## src/rtl/mem_access_ctrl.sv

```systemverilog
// M-stage load/store bus controller: one request -> registered bus transaction, raw read word back.
// Latency: bus_req at T+1, rsp_valid at T+2+waits; stalls the pipeline until the bus acks or times out.
module mem_access_ctrl #(
  parameter int TIMEOUT = 255
) (
  input  logic        clk,
  input  logic        reset,
  input  logic        req_valid,
  input  logic        req_we,
  input  logic [1:0]  req_size,
  input  logic [31:0] req_addr,
  input  logic [31:0] req_wdata,
  input  logic        flush,
  output logic        stall,
  output logic        bus_req,
  output logic        bus_we,
  output logic [31:0] bus_addr,
  output logic [3:0]  bus_be,
  output logic [31:0] bus_wdata,
  input  logic        bus_ack,
  input  logic [31:0] bus_rdata,
  output logic        rsp_valid,
  output logic [31:0] rsp_rdata,
  output logic [1:0]  rsp_addr_lo,
  output logic        exc_adel,
  output logic        exc_ades,
  output logic        exc_bus
);

  localparam int CW = $clog2(TIMEOUT + 1);

  typedef enum logic [1:0] {IDLE, BUSY, RESP} state_t;

  state_t        state, state_nxt;
  logic [CW-1:0] cnt;
  logic          timed_out;
  logic          discard;
  logic [1:0]    addr_lo_q;
  logic          misaligned;
  logic          req_live;
  logic          accept;
  logic          expire;
  logic [3:0]    be_nxt;
  logic [31:0]   wdata_nxt;

  always_comb begin
    misaligned = 1'b0;
    case (req_size)
      2'b00:   misaligned = 1'b0;
      2'b01:   misaligned = req_addr[0];
      default: misaligned = |req_addr[1:0];
    endcase
  end

  always_comb begin
    be_nxt    = 4'b1111;
    wdata_nxt = req_wdata;
    case (req_size)
      2'b00: begin
        be_nxt    = 4'b0001 << req_addr[1:0];
        wdata_nxt = {4{req_wdata[7:0]}};
      end
      2'b01: begin
        be_nxt    = req_addr[1] ? 4'b1100 : 4'b0011;
        wdata_nxt = {2{req_wdata[15:0]}};
      end
      default: begin
        be_nxt    = 4'b1111;
        wdata_nxt = req_wdata;
      end
    endcase
  end

  assign req_live = (state == IDLE) && req_valid && !flush;
  assign accept   = req_live && !misaligned;
  assign exc_adel = req_live && misaligned && !req_we;
  assign exc_ades = req_live && misaligned && req_we;
  assign stall    = accept || (state == BUSY);
  // Ack in the last allowed cycle beats the timeout.
  assign expire   = (state == BUSY) && !bus_ack && (cnt == CW'(TIMEOUT - 1));

  assign rsp_valid = (state == RESP) && !timed_out && !discard;
  assign exc_bus   = (state == RESP) && timed_out && !discard;

  always_ff @(posedge clk or negedge reset) begin
    if (!reset) state <= IDLE;
    else        state <= state_nxt;
  end

  always_comb begin
    state_nxt = state;
    case (state)
      IDLE:    if (accept) state_nxt = BUSY;
      BUSY:    if (bus_ack || expire) state_nxt = RESP;
      RESP:    state_nxt = IDLE;
      default: state_nxt = IDLE;
    endcase
  end

  always_ff @(posedge clk or negedge reset) begin
    if (!reset) begin
      bus_req     <= 1'b0;
      bus_we      <= 1'b0;
      bus_addr    <= '0;
      bus_be      <= '0;
      bus_wdata   <= '0;
      cnt         <= '0;
      timed_out   <= 1'b0;
      discard     <= 1'b0;
      addr_lo_q   <= '0;
      rsp_rdata   <= '0;
      rsp_addr_lo <= '0;
    end else begin
      case (state)
        IDLE: begin
          if (accept) begin
            bus_req   <= 1'b1;
            bus_we    <= req_we;
            bus_addr  <= {req_addr[31:2], 2'b00};
            bus_be    <= be_nxt;
            bus_wdata <= wdata_nxt;
            cnt       <= '0;
            timed_out <= 1'b0;
            addr_lo_q <= req_addr[1:0];
          end
        end
        BUSY: begin
          // A flushed access still runs to completion on the bus; only its result is dropped.
          if (flush) discard <= 1'b1;
          if (bus_ack) begin
            bus_req <= 1'b0;
            if (!discard && !flush) begin
              rsp_rdata   <= bus_we ? 32'h0 : bus_rdata;
              rsp_addr_lo <= addr_lo_q;
            end
          end else if (expire) begin
            bus_req   <= 1'b0;
            timed_out <= 1'b1;
          end else begin
            cnt <= cnt + CW'(1);
          end
        end
        RESP: begin
          discard   <= 1'b0;
          timed_out <= 1'b0;
        end
        default: ;
      endcase
    end
  end

endmodule

```

## config.mk

```make
export PLATFORM = sky130hd
export DESIGN_NAME = mem_access_ctrl
export DESIGN_NICKNAME = d
export VERILOG_FILES = /design/src/rtl/mem_access_ctrl.sv
export SDC_FILE = /design/constraint.sdc
export NUM_CORES = 1
export LEC_CHECK = 0
export ABC_CLOCK_PERIOD_IN_PS = 1800
export BUFFER_PORTS_ARGS = -buffer_cell sky130_fd_sc_hd__buf_2
export CORE_AREA = 5 5 121 112
export DETAILED_ROUTE_END_ITERATION = 10
export DIE_AREA = 0 0 126 117
export PLACE_DENSITY = 0.76
export SLEW_MARGIN = 20
export SYNTH_ARGS = -nofsm -noshare
export SYNTH_HDL_FRONTEND = slang
export SYNTH_SLANG_ARGS = --single-unit
```

## constraint.sdc

```tcl
create_clock -name clk -period 1.8 [get_ports clk]
set_clock_uncertainty 0.1 [all_clocks]
set_input_delay 0.36 -clock clk [delete_from_list [all_inputs] [get_ports clk]]
set_output_delay 0.36 -clock clk [all_outputs]
set_load 0.005 [all_outputs]
```

==> Word-level counts from Yosys, hierarchy flattened <==
Index checks and enable logic that the tools add are counted.
{ "op_classes": {"reduce_logical": 34, "add_sub_neg": 1, "mux": 22, "shifts": 1, "n_eq_ne": 11} }
{ "ops": {"columns": ["operator", "count"], "rows": [
  ["case mux 32 bit (2 select lines)", 1],
  ["two-way mux 32 bit", 1],
  ["two-way mux 8 bit", 3],
  ["case mux 8 bit (2 select lines)", 1],
  ["logical AND 1 bit", 13],
  ["!= test 2 bit (second input constant)", 5],
  ["adder 8 x 1 -> 8 bit (second input constant)", 1],
  ["equality test 8 bit (second input constant)", 1],
  ["case mux 4 bit (2 select lines)", 1],
  ["AND reduction 4 bit", 2],
  ["two-way mux 1 bit", 7],
  ["zero test 1 bit", 6],
  ["case mux 1 bit (2 select lines)", 3],
  ["AND reduction 2 bit", 3],
  ["AND reduction 3 bit", 2],
  ["equality test 2 x 1 -> 1 bit (second input constant)", 2],
  ["zero test 2 bit", 2],
  ["two-way mux 2 bit", 2],
  ["two-way mux 4 bit", 1],
  ["case mux 2 bit (2 select lines)", 1],
  ["nonzero test 2 bit", 2],
  ["<< shifter 1 x 2 -> 4 bit (first input constant)", 1],
  ["!= test 3 bit (second input constant)", 1],
  ["case mux 1 bit (3 select lines)", 1],
  ["5 further kinds", 6]
]} }
{ "word_totals": {"elab_cells": 81, "regBits": 116, "input_bits": 104, "output_inout_bits": 109} }

==> Depth between registers and ports, before layout <==
Gate-level depths: netlist of run 1.
{ "depth": {"word_depth": 6, "depth_mapped": 7, "depth_no_buf": 6} }

==> Least setup slack after synthesis of run 1 <==
Ideal clock, no wire load.
{ "synth_path": {"kind": "register to output", "startpoint": "register state[0]", "endpoint": "output stall", "path_slack_ns": -0.130, "path_buffers": 3, "arrival_time_ns": 1.470, "path_stages_with_launch": 7, "t_required_ns": 1.340, "path_cell_list": "dfrtp_1 buf_2 nor4b_4 nand3_2 buf_6 buf_6 o21ai_0"} }
{ "synth_via": {"elab_chain_cells": 5, "word_cells_on_any_way": 6, "classes_between": "1 x eq/ne; 5 x reduce/logical"} }
{ "synth_lines": {"columns": ["item", "line_no", "rtl"], "rows": [
  ["from (decl)", "34", "state_t state, state_nxt;"],
  ["from (signal assigned)", "87", "else state <= state_nxt;"],
  ["zero test 2 bit", "74", "assign req_live = (state == IDLE) && req_valid && !flush;"],
  ["logical AND 1 bit (2 in a row)", "74", null],
  ["logical AND 1 bit", "75", "assign accept = req_live && !misaligned;"],
  ["logical OR 1 bit (*)", "78", "assign stall = accept || (state == BUSY);"],
  ["to (decl)", "14", "output logic stall,"]
]} }
Every way passes the cells marked *; elsewhere a longest branch is shown, timed or not.

==> Final worst setup path of run 1 <==
{ "layout_path": {"startpoint": "register state[1]", "endpoint": "output exc_bus"} }
{ "layout_via": {"elab_chain_cells": 3} }
{ "layout_lines": {"columns": ["item", "line_no", "rtl"], "rows": [
  ["equality test 2 bit", "83", "assign exc_bus = (state == RESP) && timed_out && !discard;"],
  ["logical AND 1 bit (2 in a row)", "83", null],
  ["to (decl)", "27", "output logic exc_bus"]
]} }
Every way passes these cells.

==> impl_metrics.yaml, run 1 <==
setup_path:
  reg2reg_depth: 6
  critPathRequiredTime_ns: 1.34
  rr_startpoint: "state[1]"
  cp.arrival_ns: 1.51
  critical_path.startpoint_type: "flop"
  worst_setup_path_end_kind: "output port"
  r2r_end: "bus_be[3]"
  rrSetupSlack_ns: -0.07
  path_max_fanout: 7
  crit_start: "state[1]"
  critical_path_class: "flop to output port"
worst_hold_path:
  hold_path_class: "input port to flop"
  hold_depth: 2
  holdPathEnd: "bus_addr[21]"
  min_from: "req_addr[21]"
pwr:
  seqPwrFrac_pct: 40.5
  p_per_area_nw_per_um2: 1333
  internal-power_uw: 7132
  p_switching_uw: 2710
  pwr-share-clk_pct: 34.0
  combPwrFrac_pct: 25.5
  ir_drop_mv: 0.7257
  power.total_uw: 9842
  p_sw_share_pct: 27.53
  leakagePower_uw: 0.003887
synthesis:
  ys_types: 37
  seq_area_frac_synth_pct: 55.50
  ys_seq_elements: 116
  synth.cell_area_um2: 5230
  yosysWarnings: 0
  synth_area_leaders: "dfrtp_1 (56%), mux2_4 (12%), o21ai_0 (5.7%)"
  yosysTopAreaCell: "dfrtp_1"
  synth_top_area_share_pct: 55.50
  syn_inst: 454
  syn_avg_cell_area_um2: 11.52
grt:
  grt-ovfl-total: 0
  grt_max_degree: 53
  grt_pass1_vias: 4309
  antenna_found_initial: 0
  grt_usage_pct: 18.47
  grt_pass1_wl_um: 21490
timing:
  hold_viol: 0
  rsz0062_at_grt: "true"
  slew_violations: 0
  setup_viol: 60
  layout_setup_ws_ns: -0.1729
  fmax_ghz: 0.5069
  finalCritPeriodShare_pct: 109.6
  post-route-min-period_ns: 1.973
clock_network:
  clkSinkCount: 116
  cts.clk_slew.worst_paths_ns: 0.05
  htreeDepth: 4
  ctsRootBufferMaster: "clkbuf_16"
  cts_tree: "built"
  cts_made_buffers: 17
  insertion_delay_ns: 0.40
  cts_max_path_buffers: 2
place:
  dp_slack_ns: 0.001231
  dp_hpwl_um: 10010
  dp.cells: 827
  io_buffers: 210
  gp_congestion: 0.8942
job:
  drv_cap: 0
route:
  drtIter0Drc: 195
  ant_nets: 0
  vias: 4191
  wl_per_cell_um: 16.08
  drc: 0
  wl_um: 13910
  viasPerCell: 4.845
  first_pass_iters: 4
floorplan:
  core-area_um2: 12300
  die_y_um: 117
  start_util_pct: 42.53
  placementRows: 39
  die_w_um: 126
  dieArea_um2: 14740
  ios: 213
run_status:
  status: "finished with violations"
  violations: "negative setup slack"
cells_and_area:
  layout-drive-gt1-share_pct: 47.36
  layout.nets: 797
  antennaDiodeCount: 0
  final_core_util_pct: 60.03
  final_cells: 865
  area_delta_synth_final_pct: 41.15
  fillers: 1025
==> cell usage in the layout (no fill, tap or decap), types with 5 or more instances in the layout <==
| cell type | synthesis | routed |
|---|---|---|
| buf_2 | 6 | 208 |
| dfrtp_1 | 116 | 113 |
| nand2_1 | 69 | 68 |
| o21ai_0 | 60 | 46 |
| mux2_4 | 41 | 41 |
| nand2b_1 | 32 | 32 |
| mux2i_1 | 25 | 25 |
| o21ai_1 | 10 | 23 |
| buf_4 | 2 | 23 |
| clkbuf_16 | 0 | 18 |
| nor2_1 | 16 | 14 |
| a21oi_1 | 11 | 10 |
| buf_12 | 0 | 6 |
| o211ai_1 | 5 | 5 |
| buf_6 | 8 | 5 |
==> state kept, by name, summed over array words and instances (netlist names) <==
signal and cells:
state 2, discard 1, addr_lo_q 2, rsp_rdata 32, rsp_addr_lo 2, bus_be 4
cnt 8, bus_wdata 32, bus_addr 30, bus_we 1, timed_out 1, bus_req 1
==> routing by layer <==
layer	part of all wire (%)	track usage [%]	wire (um)	vias to the layer above
met2	50	30.52	6901	157
met3	7.7	6.670	1066	15
met1	41	22.58	5751	1998
li1	-	-	-	2021
met5	0	0	0	-
met4	1.4	6.791	188	0
==> synth_stat cells (all sizes together) <==
library cell,count
a21oi,11
nand2,69
nor3b,1
and2,3
nor3,1
mux2i,25
nand4b,1
a21o,1
conb,1
o21ai,70
nor4b,2
o211ai,5
nand2b,32
clkbuf,12
xor2,2
o2111a,1
dfrtp,116
nor2b,1
nor4,1
and3,4
mux2,43
or4b,1
nor4bb,1
xnor2,2
buf,16
ha,2
inv,4
nor2,16
or3,1
nand3,7
nand4,2
==> cell families after synthesis <==
| kind of cell | count (synthesis) | share of synthesized area, % |
|---|---|---|
| buf+inv | 32 | 3.732 |
| fa+ha+maj | 2 | 0.4784 |
| other cells | 1 | 0.07170 |
| mux | 68 | 16.99 |
| flops | 116 | 55.50 |
| compound gates | 88 | 8.828 |
| xor+xnor | 4 | 0.6700 |
| simple gates | 143 | 13.73 |
==> power by group through the flow <==
stage	logic, uW	registers [uW]	clock network (uW)
2_1_floorplan	1140	3980	0
3_3_place_gp	2400	3940	0
3_5_place_dp	2480	3990	0
4_1_cts	2530	3980	3410
5_1_grt	2800	4090	3540
6_report	2510	3980	3350
==> metrics by stage <==
| stage | instance area (um2) | TNS (ns) | hold WS (ns) |
|---|---|---|---|
| after detailed placement | 6613 | 0 | 0.2025 |
| after global placement | 6613 | 0 | 0.2003 |
| after global routing | 7382 | -6.890 | 0.06120 |
| final | 7382 | -1.918 | 0.08198 |
| after floorplan | 5250 | -0.04415 | -0.03559 |
| after CTS | 7268 | -1.462 | 0.06770 |
==> final cells by class <==
type / count / area, um2 / share of cell area (%)
clock inverter: 5 / 100.1 / 1.356
tap: 164 / 205.2 / 2.780
sequential: 116 / 2907 / 39.37
timing repair buffer: 245 / 1453 / 19.68
multi-input combinational: 307 / 2221 / 30.08
inverter: 4 / 15.01 / 0.2034
clock buffer: 24 / 481.7 / 6.525
==> worst max path at each step <==
stage               endpoint  slack [ns]  cells after the start
3_3_place_gp          cnt[2]        0.04                      7
5_1_grt                stall       -0.27                      5
4_1_cts             exc_ades       -0.20                      4
6_report             exc_bus       -0.17                      5
3_5_place_dp   bus_wdata[25]       0.001                      7
2_1_floorplan          stall       -0.04                      5
==> repair_timing <==
item	4_1_cts	5_1_grt
resized for setup	5	30
endpoints found under the setup margin	5	80
hold buffers	1	0
hold endpoints to repair	21	0
pin swaps	3	10
setup buffers	5	2
cloned	0	1
==> critical path, cell delays in order (launching register included) <==
cell and delay, ns:
dfrtp_2 0.38, buf_4 0.11, buf_6 0.09, buf_6 0.12, nor4bb_1 0.23, buf_2 0.17
No activity file was read; power rests on OpenSTA's default activity.
==> run 2: changes to the inputs <==
- CAP_MARGIN: unset -> 0
- GPL_TIMING_DRIVEN: unset -> 0
==> impl_metrics.yaml, run 2 (synthesis gave the netlist of run 1 again) <==
run_status:
  status: "finished with violations"
  violations: "negative setup slack"
floorplan:
  placementRows: 39
  ios: 213
  die_y_um: 117
  die_w_um: 126
  core-area_um2: 12300
  dieArea_um2: 14740
  start_util_pct: 42.53
place:
  dpl_cell_area_um2: 6535
  io_buffers: 209
  dp_slack_ns: -0.4142
  dp_hpwl_um: 10520
  gp_congestion: 0.8538
pwr:
  leakagePower_uw: 0.003921
  p_switching_uw: 2728
  internal-power_uw: 7386
  seqPwrFrac_pct: 38.9
  combPwrFrac_pct: 25.3
  pwr-share-clk_pct: 35.9
  p_sw_share_pct: 26.97
  p_per_area_nw_per_um2: 1357
  ir_drop_mv: 0.7225
timing:
  fmax_ghz: 0.4542
  rsz0062_at_grt: "true"
  setup_viol: 46
  post-route-min-period_ns: 2.202
  slew_headroom_pct: 33.39
  hold_viol: 0
  whs_ns: 0.08585
  finalCritPeriodShare_pct: 122.3
  layout_setup_ws_ns: -0.4016
  tightest_slew_ns: 0.9955
  slew_violations: 0
setup_path:
  crit_start: "state[0]"
  cp.arrival_ns: 1.74
  path_max_fanout: 2
  rrSetupSlack_ns: -0.09
  critPathRequiredTime_ns: 1.34
  reg2reg_depth: 5
  critical_path_class: "flop to output port"
  worst_setup_path_end_kind: "output port"
  critical_path.startpoint_type: "flop"
  rr_startpoint: "state[1]"
worst_hold_path:
  hold_path_class: "input port to flop"
  min_from: "req_addr[6]"
  hold_depth: 2
cells_and_area:
  final_core_util_pct: 60.61
  mostFrequentLayoutCells: "buf_2 (213), dfrtp_1 (114), nand2_1 (66)"
  antennaDiodeCount: 0
  final_area_um2: 7453
  fillers: 1044
  area_delta_synth_final_pct: 42.51
  top_regs: "bus_wdata (32), rsp_rdata (32), bus_addr (30)"
  layout.nets: 804
  layout-drive-gt1-share_pct: 47.61
  mostFrequentLayoutCell: "buf_2"
clock_network:
  clkSinkCount: 116
  ctsRootBufferMaster: "clkbuf_16"
  cts_max_path_buffers: 2
  insertion_delay_ns: 0.40
  cts_tree: "built"
  htreeDepth: 4
  cts_made_buffers: 17
  cts.clk_slew.worst_paths_ns: 0.05
route:
  drtIter0Drc: 216
  vias: 4367
  wl_um: 14330
  drc: 0
  ant_nets: 0
  viasPerCell: 4.997
  wl_per_cell_um: 16.40
  first_pass_iters: 4
grt:
  grt_max_degree: 74
  grt_pass1_wl_um: 22210
  grt-ovfl-total: 0
  grt_usage_pct: 18.99
  antenna_found_initial: 0
  grt_pass1_vias: 4411
job:
  drv_cap: 0
## run 2: worst max-delay path, stage by stage, from the launching register on
cell	delay [ns]
dfrtp_2	0.42
nor4b_4	0.35
nand3_4	0.14
buf_12	0.15
buf_8	0.11
o21ai_2	0.04
buf_2	0.12
## run 2: power groups by stage
stage               Sequential (uW)  Clock (uW)  Combinational (uW)
detailed placement             3950           0                2480
global route                   4040        3810                2840
finish                         3930        3630                2550
floorplan                      3980           0                1140
CTS                            3930        3690                2530
global placement               3890           0                2400
## run 2: cell type report
class                   count  area [um2]  area share (%)
plain buffers              27       214.0           2.871
clock buffers              21       460.4           6.178
clock inverters            10       178.9           2.401
inverters                   4       15.01          0.2014
multi-input cells         307        2218           29.76
flip-flops and latches    116        2905           38.98
well taps                 164       205.2           2.753
repair buffers            225        1256           16.85
## run 2: repair_timing
action	in CTS	in global routing
hold buffers	1	0
pin swaps	5	7
hold endpoints to repair	43	0
buffers inserted	8	6
gates cloned	0	2
endpoints found under the setup margin	106	112
gates resized for setup	14	36
## run 2: metal layers
metal / GRT usage, % / up-vias / part of all wire (%)
li1: - / 2042 / -
met1: 23.90 / 2125 / 42
met2: 30.84 / 174 / 48
met3: 5.853 / 26 / 7.4
met4: 8.006 / 0 / 2.0
met5: 0 / - / 0
## run 2: per-stage QoR
step	power (uW)	cells	setup TNS [ns]
floorplan	5120	455	-0.04415
global placement	6298	828	-131.12
detailed placement	6434	829	-11.42
CTS	10160	868	-1.994
global route	10690	874	-6.936
finish	10110	874	-2.496
## run 2: path summary, 6_finish.rpt
kind                                 end
min in group asynchronous   bus_addr[10]
setup / recovery                   stall
max in group asynchronous       state[0]
setup reg to reg               bus_be[3]
hold / removal               bus_addr[6]
hold reg to reg            rsp_rdata[18]
==> run 3: changes to the inputs <==
- TNS_END_PERCENT: unset -> 1
==> impl_metrics.yaml, run 3 (synthesis gave the netlist of run 1 again) <==
grt:
  grt_max_degree: 74
  grt_usage_pct: 18.86
  grt_pass1_vias: 4389
  grt_pass1_wl_um: 22060
  grt-ovfl-total: 0
  antenna_found_initial: 0
setup_path:
  path_max_fanout: 2
  rr_startpoint: "state[0]"
  r2r_end: "bus_addr[15]"
  critical_path.startpoint_type: "flop"
  critical_path_class: "flop to output port"
  worst_setup_path_end_kind: "output port"
  cp.arrival_ns: 1.74
  endpoint: "stall"
  critPathRequiredTime_ns: 1.34
  rrSetupSlack_ns: -0.12
  crit_start: "state[0]"
  reg2reg_depth: 6
route:
  ant_nets: 0
  first_pass_iters: 5
  drtIter0Drc: 275
  wl_um: 14100
  vias: 4285
  viasPerCell: 4.931
  drc: 0
  wl_per_cell_um: 16.22
cells_and_area:
  antennaDiodeCount: 0
  top_regs: "bus_wdata (32), rsp_rdata (32), bus_addr (30)"
  final_area_um2: 7338
  fillers: 1058
  final_cells: 869
  layout.nets: 799
  mostFrequentLayoutCells: "buf_2 (211), dfrtp_1 (114), nand2_1 (67)"
  mostFrequentLayoutCell: "buf_2"
  layout-drive-gt1-share_pct: 46.38
  area_delta_synth_final_pct: 40.31
pwr:
  leakagePower_uw: 0.003870
  p_switching_uw: 2707
  seqPwrFrac_pct: 39.0
  p_sw_share_pct: 26.89
  ir_drop_mv: 0.7275
  power.total_uw: 10070
  p_per_area_nw_per_um2: 1372
  pwr-share-clk_pct: 36.0
  internal-power_uw: 7361
  combPwrFrac_pct: 25.0
place:
  dp_slack_ns: -0.4142
  dp.cells: 829
  io_buffers: 209
  dp_hpwl_um: 10520
  gp_congestion: 0.8538
  dpl_cell_area_um2: 6535
worst_hold_path:
  hold_path_class: "input port to flop"
timing:
  whs_ns: 0.08682
  slew_violations: 0
  tightest_slew_ns: 1.014
  setup_viol: 44
  slew_headroom_pct: 32.17
  hold_viol: 0
  post-route-min-period_ns: 2.202
  fmax_ghz: 0.4542
  finalCritPeriodShare_pct: 122.3
  layout_setup_ws_ns: -0.4019
  rsz0062_at_grt: "true"
run_status:
  violations: "negative setup slack"
  status: "finished with violations"
floorplan:
  start_util_pct: 42.53
  die_y_um: 117
  die_w_um: 126
  core-area_um2: 12300
  placementRows: 39
  ios: 213
  dieArea_um2: 14740
clock_network:
  cts_max_path_buffers: 2
  insertion_delay_ns: 0.40
  clkSinkCount: 116
  cts_made_buffers: 17
  htreeDepth: 4
  cts.clk_slew.worst_paths_ns: 0.06
  ctsRootBufferMaster: "clkbuf_16"
  cts_tree: "built"
job:
  drv_cap: 0
[run 3: layer usage]
metal | share of wire (%) | track usage, % | up-vias
met3 | 7.2 | 5.853 | 27
met2 | 48 | 30.41 | 165
li1 | - | - | 2036
met1 | 43 | 23.84 | 2057
met5 | 0 | 0 | -
met4 | 1.9 | 8.006 | 0
[run 3: critical path, stage by stage, from the launching register on]
cell,delay (ns)
dfrtp_2,0.42
nor4b_4,0.35
nand3_4,0.14
buf_12,0.15
buf_8,0.11
o21ai_2,0.04
buf_2,0.12
[run 3: power groups by stage]
stage,Combinational [uW],Clock [uW],Sequential [uW]
6_report,2510,3620,3930
3_5_place_dp,2480,0,3950
2_1_floorplan,1140,0,3980
4_1_cts,2520,3690,3930
5_1_grt,2800,3810,4040
3_3_place_gp,2400,0,3890
[run 3: what timing repair did]
item                                    4_1_cts  5_1_grt
buffers inserted                              6        3
hold endpoints to repair                     43        0
endpoints found under the setup margin      106      109
hold buffers                                  1        0
pin swaps                                     3        4
gates resized for setup                      12       37
[run 3: how the worst min path moves through the flow]
| stage | start | endpoint | slack, ns | cells after the start |
|---|---|---|---|---|
| 2_1_floorplan | reset | addr_lo_q[0] | -0.04 | 0 |
| 3_3_place_gp | rsp_rdata[9] | rsp_rdata[9] | 0.36 | 2 |
| 3_5_place_dp | reset | bus_addr[15] | 0.21 | 1 |
| 4_1_cts | req_addr[6] | bus_addr[6] | 0.07 | 2 |
| 5_1_grt | req_addr[3] | bus_addr[3] | 0.07 | 2 |
| 6_report | req_addr[6] | bus_addr[6] | 0.09 | 2 |
[run 3: through the flow]
| stage | utilization (%) | TNS, ns |
|---|---|---|
| finish | 59.68 | -5.158 |
| global route | 59.68 | -9.256 |
| global placement | 52.87 | -131.12 |
| floorplan | - | -0.04415 |
| CTS | 58.98 | -1.816 |
| detailed placement | 53.14 | -11.42 |
[run 3: final cells by class]
class | count | area, um2 | share of cell area [%]
Multi-Input combinational cell | 307 | 2197 | 29.94
Clock inverter | 10 | 178.9 | 2.438
Inverter | 4 | 15.01 | 0.2046
Sequential cell | 116 | 2905 | 39.59
Buffer | 27 | 207.7 | 2.830
Tap cell | 164 | 205.2 | 2.796
Clock buffer | 21 | 460.4 | 6.275
Timing Repair Buffer | 220 | 1169 | 15.92
